File: src/rtl/decode_ctrl_pkg.sv
// Shared decode-stage types, FSM states and RV64 major opcode constants.
package pipes;

  typedef logic [31:0] u32;
  typedef logic [63:0] u64;

  typedef enum logic [2:0] {I, S, B, U, J, NONE} decode_op_t;

  typedef enum logic [1:0] {EMPTY, FULL, HAZARD} dec_state_t;

  localparam logic [6:0] OPC_LOAD     = 7'b0000011;
  localparam logic [6:0] OPC_OP_IMM   = 7'b0010011;
  localparam logic [6:0] OPC_AUIPC    = 7'b0010111;
  localparam logic [6:0] OPC_OP_IMM32 = 7'b0011011;
  localparam logic [6:0] OPC_STORE    = 7'b0100011;
  localparam logic [6:0] OPC_OP       = 7'b0110011;
  localparam logic [6:0] OPC_LUI      = 7'b0110111;
  localparam logic [6:0] OPC_OP32     = 7'b0111011;
  localparam logic [6:0] OPC_BRANCH   = 7'b1100011;
  localparam logic [6:0] OPC_JALR     = 7'b1100111;
  localparam logic [6:0] OPC_JAL      = 7'b1101111;

  localparam u32 NOP_INSTR = 32'h0000_0013;

endpackage

File: src/rtl/decode_ctrl_immsel_dec.sv
// Opcode decode: immediate format select and source-register usage.
module immsel_dec
  import pipes::*;
(
  input  logic [6:0] opcode_i,
  output decode_op_t immsel_o,
  output logic       rs1_used_o,
  output logic       rs2_used_o
);

  always_comb begin
    immsel_o   = NONE;
    rs1_used_o = 1'b1;
    rs2_used_o = 1'b0;
    case (opcode_i)
      OPC_OP_IMM, OPC_LOAD, OPC_JALR, OPC_OP_IMM32: immsel_o = I;
      OPC_STORE: begin
        immsel_o   = S;
        rs2_used_o = 1'b1;
      end
      OPC_BRANCH: begin
        immsel_o   = B;
        rs2_used_o = 1'b1;
      end
      OPC_LUI, OPC_AUIPC: begin
        immsel_o   = U;
        rs1_used_o = 1'b0;
      end
      OPC_JAL: begin
        immsel_o   = J;
        rs1_used_o = 1'b0;
      end
      OPC_OP, OPC_OP32: rs2_used_o = 1'b1;
      default: ;
    endcase
  end

endmodule

File: src/rtl/decode_ctrl.sv
// Decode stage holding register with load-use hazard bubble and flush handling.
module decode_ctrl
  import pipes::*;
(
  input  logic        clk,
  input  logic        reset,
  input  logic        f_valid,
  input  u32          f_instr,
  input  u64          f_pc,
  output logic        f_ready,
  input  logic        e_ready,
  input  logic        ex_memread,
  input  logic [4:0]  ex_rd,
  input  logic        flush,
  output logic        d_valid,
  output u32          d_instr,
  output u64          d_pc,
  output decode_op_t  d_immsel,
  output logic [4:0]  d_rs1,
  output logic [4:0]  d_rs2,
  output logic [4:0]  d_rd,
  output logic [31:0] hazard_cnt
);

  dec_state_t  state_q, state_d;
  u32          instr_q;
  u64          pc_q;
  logic [31:0] cnt_q, cnt_d;
  logic        load;
  logic        rs1_used, rs2_used;
  logic        hz;

  immsel_dec u_immsel_dec (
    .opcode_i   (instr_q[6:0]),
    .immsel_o   (d_immsel),
    .rs1_used_o (rs1_used),
    .rs2_used_o (rs2_used)
  );

  assign d_instr    = instr_q;
  assign d_pc       = pc_q;
  assign d_rs1      = instr_q[19:15];
  assign d_rs2      = instr_q[24:20];
  assign d_rd       = instr_q[11:7];
  assign hazard_cnt = cnt_q;

  assign hz = ex_memread && (ex_rd != '0) &&
              ((rs1_used && (ex_rd == d_rs1)) || (rs2_used && (ex_rd == d_rs2)));

  // Reset and flush both override the per-state behaviour; reset wins in the register block.
  always_comb begin
    state_d = state_q;
    cnt_d   = cnt_q;
    load    = 1'b0;
    d_valid = 1'b0;
    f_ready = 1'b0;
    if (reset || flush) begin
      state_d = EMPTY;
    end else begin
      case (state_q)
        EMPTY: begin
          f_ready = 1'b1;
          if (f_valid) begin
            load    = 1'b1;
            state_d = FULL;
          end
        end
        FULL: begin
          if (hz) begin
            state_d = HAZARD;
            if (cnt_q != '1) cnt_d = cnt_q + 32'd1;
          end else begin
            d_valid = 1'b1;
            if (e_ready) begin
              f_ready = 1'b1;
              if (f_valid) load = 1'b1;
              else         state_d = EMPTY;
            end
          end
        end
        HAZARD:  state_d = FULL;
        default: state_d = EMPTY;
      endcase
    end
  end

  always_ff @(posedge clk) begin
    if (reset) begin
      state_q <= EMPTY;
      instr_q <= NOP_INSTR;
      pc_q    <= '0;
      cnt_q   <= '0;
    end else begin
      state_q <= state_d;
      cnt_q   <= cnt_d;
      if (load) begin
        instr_q <= f_instr;
        pc_q    <= f_pc;
      end
    end
  end

endmodule

File: config.mk
export PLATFORM = sky130hd
export DESIGN_NAME = decode_ctrl
export DESIGN_NICKNAME = d
export VERILOG_FILES = /design/src/rtl/decode_ctrl_pkg.sv /design/src/rtl/decode_ctrl_immsel_dec.sv /design/src/rtl/decode_ctrl.sv
export SDC_FILE = /design/constraint.sdc
export NUM_CORES = 1
export LEC_CHECK = 0
export CAP_MARGIN = 20
export CORE_MARGIN = 4
export CORE_UTILIZATION = 30
export CTS_BUF_LIST = sky130_fd_sc_hd__clkbuf_2
export DETAILED_ROUTE_END_ITERATION = 8
export PLACE_DENSITY = 0.69
export SLEW_MARGIN = 20
export SYNTH_ARGS = -nofsm -noshare
export SYNTH_HDL_FRONTEND = slang
export SYNTH_SLANG_ARGS = --single-unit
File: constraint.sdc
create_clock -name clk -period 3.7 [get_ports clk]
set_input_delay 0.925 -clock clk [delete_from_list [all_inputs] [get_ports clk]]
set_output_delay 0.925 -clock clk [all_outputs]
set_load 0.05 [all_outputs]
==> run metrics <==
Peak supply drop=~0.00018 V; CTS sink cnt=between 100 and 150; GRT overflow=0; hold-fix buffers at CTS=0; Netlist Area Pre-Place=5690 um^2; CTS tree=built; Final Hold Fails=0; endpoints failing setup=0; DRT Pass-1 Iters=5; f_max=around 270 MHz; Cell Pwr Density=approximately 360 nW/um^2; largest stage delay on the critical path=0.55 ns; CP Launch Type=primary input; Gate Count Post-Synth=705; Port-buffer cells=between 200 and 300; Worst-path clk slew=0.18 ns; Skew-Pair Late Insertion Delay=~0.69 ns; Crit Path Class=in -> out; first-pass GRT wire length=30.7 mm; Final #Nets=1031; starting density of the core=0.304; Chip Width=146 um; minimum clock period after layout=3.68 ns; site row count=50; post-synth cell types=42; CTS root buffer=clkbuf_2; ratio of final minimum period to clock period=0.993; register area share after synthesis=0.457; area grow syn2layout=54.3%; DRT Wirelength=between 15 and 20 mm; number of synthesized register bits=130; HP Class=reg -> reg; Critical Path End Type=output pin; DP Wirelength=13.5 mm; Initial DRC Count=393; CTS buffer count=17; die area=21200 um^2; H-tree Lvls=4; post-synth top area cell=dfxtp_1; Post-Place Setup Slack=-0.182 ns; EDFF count, synth=0; top_reg_cell synth=dfxtp_1; Lkg Pwr=between 2 and 3 nW; Post-synth top cells=dfxtp_1, a21oi_1, nand3_1, o21ai_0, clkbuf_1; Worst EP arrival=between 2 and 3 ns; CP Data Required Time=2.77 ns; Final Skew=0.0421 ns; FFs w/ async S/R, synth=0; run status=complete, no violations; Avg WL per Cell=16.7 um; ANT nets after route=0; # IOs=255; Synthesis Warnings=0; Worst-Margin Slew=about 0.80 ns; buffer depth of the longest clock path=2; most frequent cell after synthesis=dfxtp_1; Total GRT Usage=0.177; fillcell total=1846; vias post-DR=6041; Syn Area/Cell=8.07 um^2; slowest stage cell on the critical path=or4_4; CP cell instances=clkdlybuf4s50_1 > or4_4 > nor2_4 > nor4_4 > buf_4 > o31ai_4 > and2_4 > buf_12; final worst setup slack=approximately 0.024 ns; initial antenna violation count=1; unrepaired setup endpoints after global routing=true; Synth Net Count=813; Slew Limit Headroom=0.468; max_cap viols=0; worst-path fanout max=3; largest cells by area after synthesis=dfxtp_1, a21oi_1, nand3_1; pin count of the biggest net entering global routing=72; global placer's final weighted congestion=0.784; Yosys top cell area share=0.457; Core Area=approximately 19000 um^2; vias per cell=roughly 5.2; layout cells sized above 1=0.0780; final max-slew violation count=0; post-CTS setup buffer count=0; DRC=0; WHS=0.485 ns; die height=146 um; power consumption=3.14 mW; vias in the first global route=5567
## layout make-up
cell class | instances | area [um^2] | area share
Timing Repair Buffer | 277 | 2790 | 0.318
Inverter | 6 | 22.5 | 0.00257
Clock inverter | 14 | 235 | 0.0268
Antenna cell | 1 | 2.50 | 0.000285
Clock buffer | 18 | 90.1 | 0.0103
Tap cell | 234 | 293 | 0.0334
Sequential cell | 130 | 2600 | 0.297
Multi-Input combinational cell | 491 | 2740 | 0.313
## repair_timing
action	CTS	global route
gates cloned	0	0
endpoints found under the setup margin	3	3
gates resized for setup	12	1
hold endpoints to repair	0	0
pin swaps	4	1
## cells in the final DEF (no fill, tap or decap), types with 3 or more instances in the layout
cell	synthesis	final
clkinv_4	0	3
or3_1	19	19
o31a_1	5	4
clkbuf_2	0	18
nand3_1	113	113
nor4_1	6	6
o31ai_1	7	7
bufinv_16	0	6
o21ai_0	113	112
o21a_1	5	5
dfxtp_1	130	129
inv_1	6	6
xnor2_1	9	9
a21oi_1	122	122
nand4_1	7	7
or4_1	8	7
nor3_1	11	11
and2_1	6	4
nor2_1	9	8
nand2_1	16	15
buf_4	16	19
clkdlybuf4s50_1	0	248
and3_1	6	6
nor2b_1	4	3
buf_12	0	6
## flip-flops by register name, summed over array words and instances, names as in the netlist
register and cells:
d_instr 32, state_q 2, hazard_cnt 32, d_pc 64
## per-stage QoR
step / instances / area (um^2) / utilization / setup TNS, ns
after CTS: 1170 / 8770 / 0.469 / 0
after detailed placement: 1138 / 8420 / 0.450 / -0.263
final: 1171 / 8780 / 0.469 / 0
after floorplan: 705 / 5700 / - / 0
after global placement: 1138 / 8420 / 0.450 / -0.270
after global routing: 1171 / 8780 / 0.469 / -0.0539
## cells by family after synthesis
logic type | share of synthesized area
AOI/OAI and AO/OA | 0.244
adders and majority gates | 0.00220
xor gates and xnor gates | 0.0169
buffers and inverters | 0.0679
DFF | 0.457
and+or+nand+nor | 0.208
muxes | 0.00374
## layer usage
layer / part of all wire / global-route usage / up-vias
met1: 0.43 / 0.225 / 2817
met3: 0.082 / 0.0682 / 23
met5: 0 / 0 / -
li1: - / - / 2991
met4: 0.018 / 0.0537 / 0
met2: 0.47 / 0.279 / 210
## worst paths after layout
path                                      end                        from  cells after the start  slack, ns
setup / recovery                      f_ready                    ex_rd[3]                      8       0.02
hold / removal          d_pc[21]$_SDFFE_PP0P_       d_pc[21]$_SDFFE_PP0P_                      2       0.48
setup reg to reg  hazard_cnt[23]$_SDFFE_PP0P_  hazard_cnt[9]$_SDFFE_PP0P_                      5       1.14
hold reg to reg         d_pc[21]$_SDFFE_PP0P_       d_pc[21]$_SDFFE_PP0P_                      2       0.48
## power by group
part	switching [mW]	internal [mW]
combinational	0.303	0.223
sequential	0.0247	1.44
clock	0.566	0.581
## worst max-delay path: cells and delay by family
family                 cells  cell delay, ns
buffers and inverters      3            0.71
AOI/OAI and AO/OA          1            0.17
and+or+nand+nor            4            0.94
No activity file was read; power rests on OpenSTA's default activity.
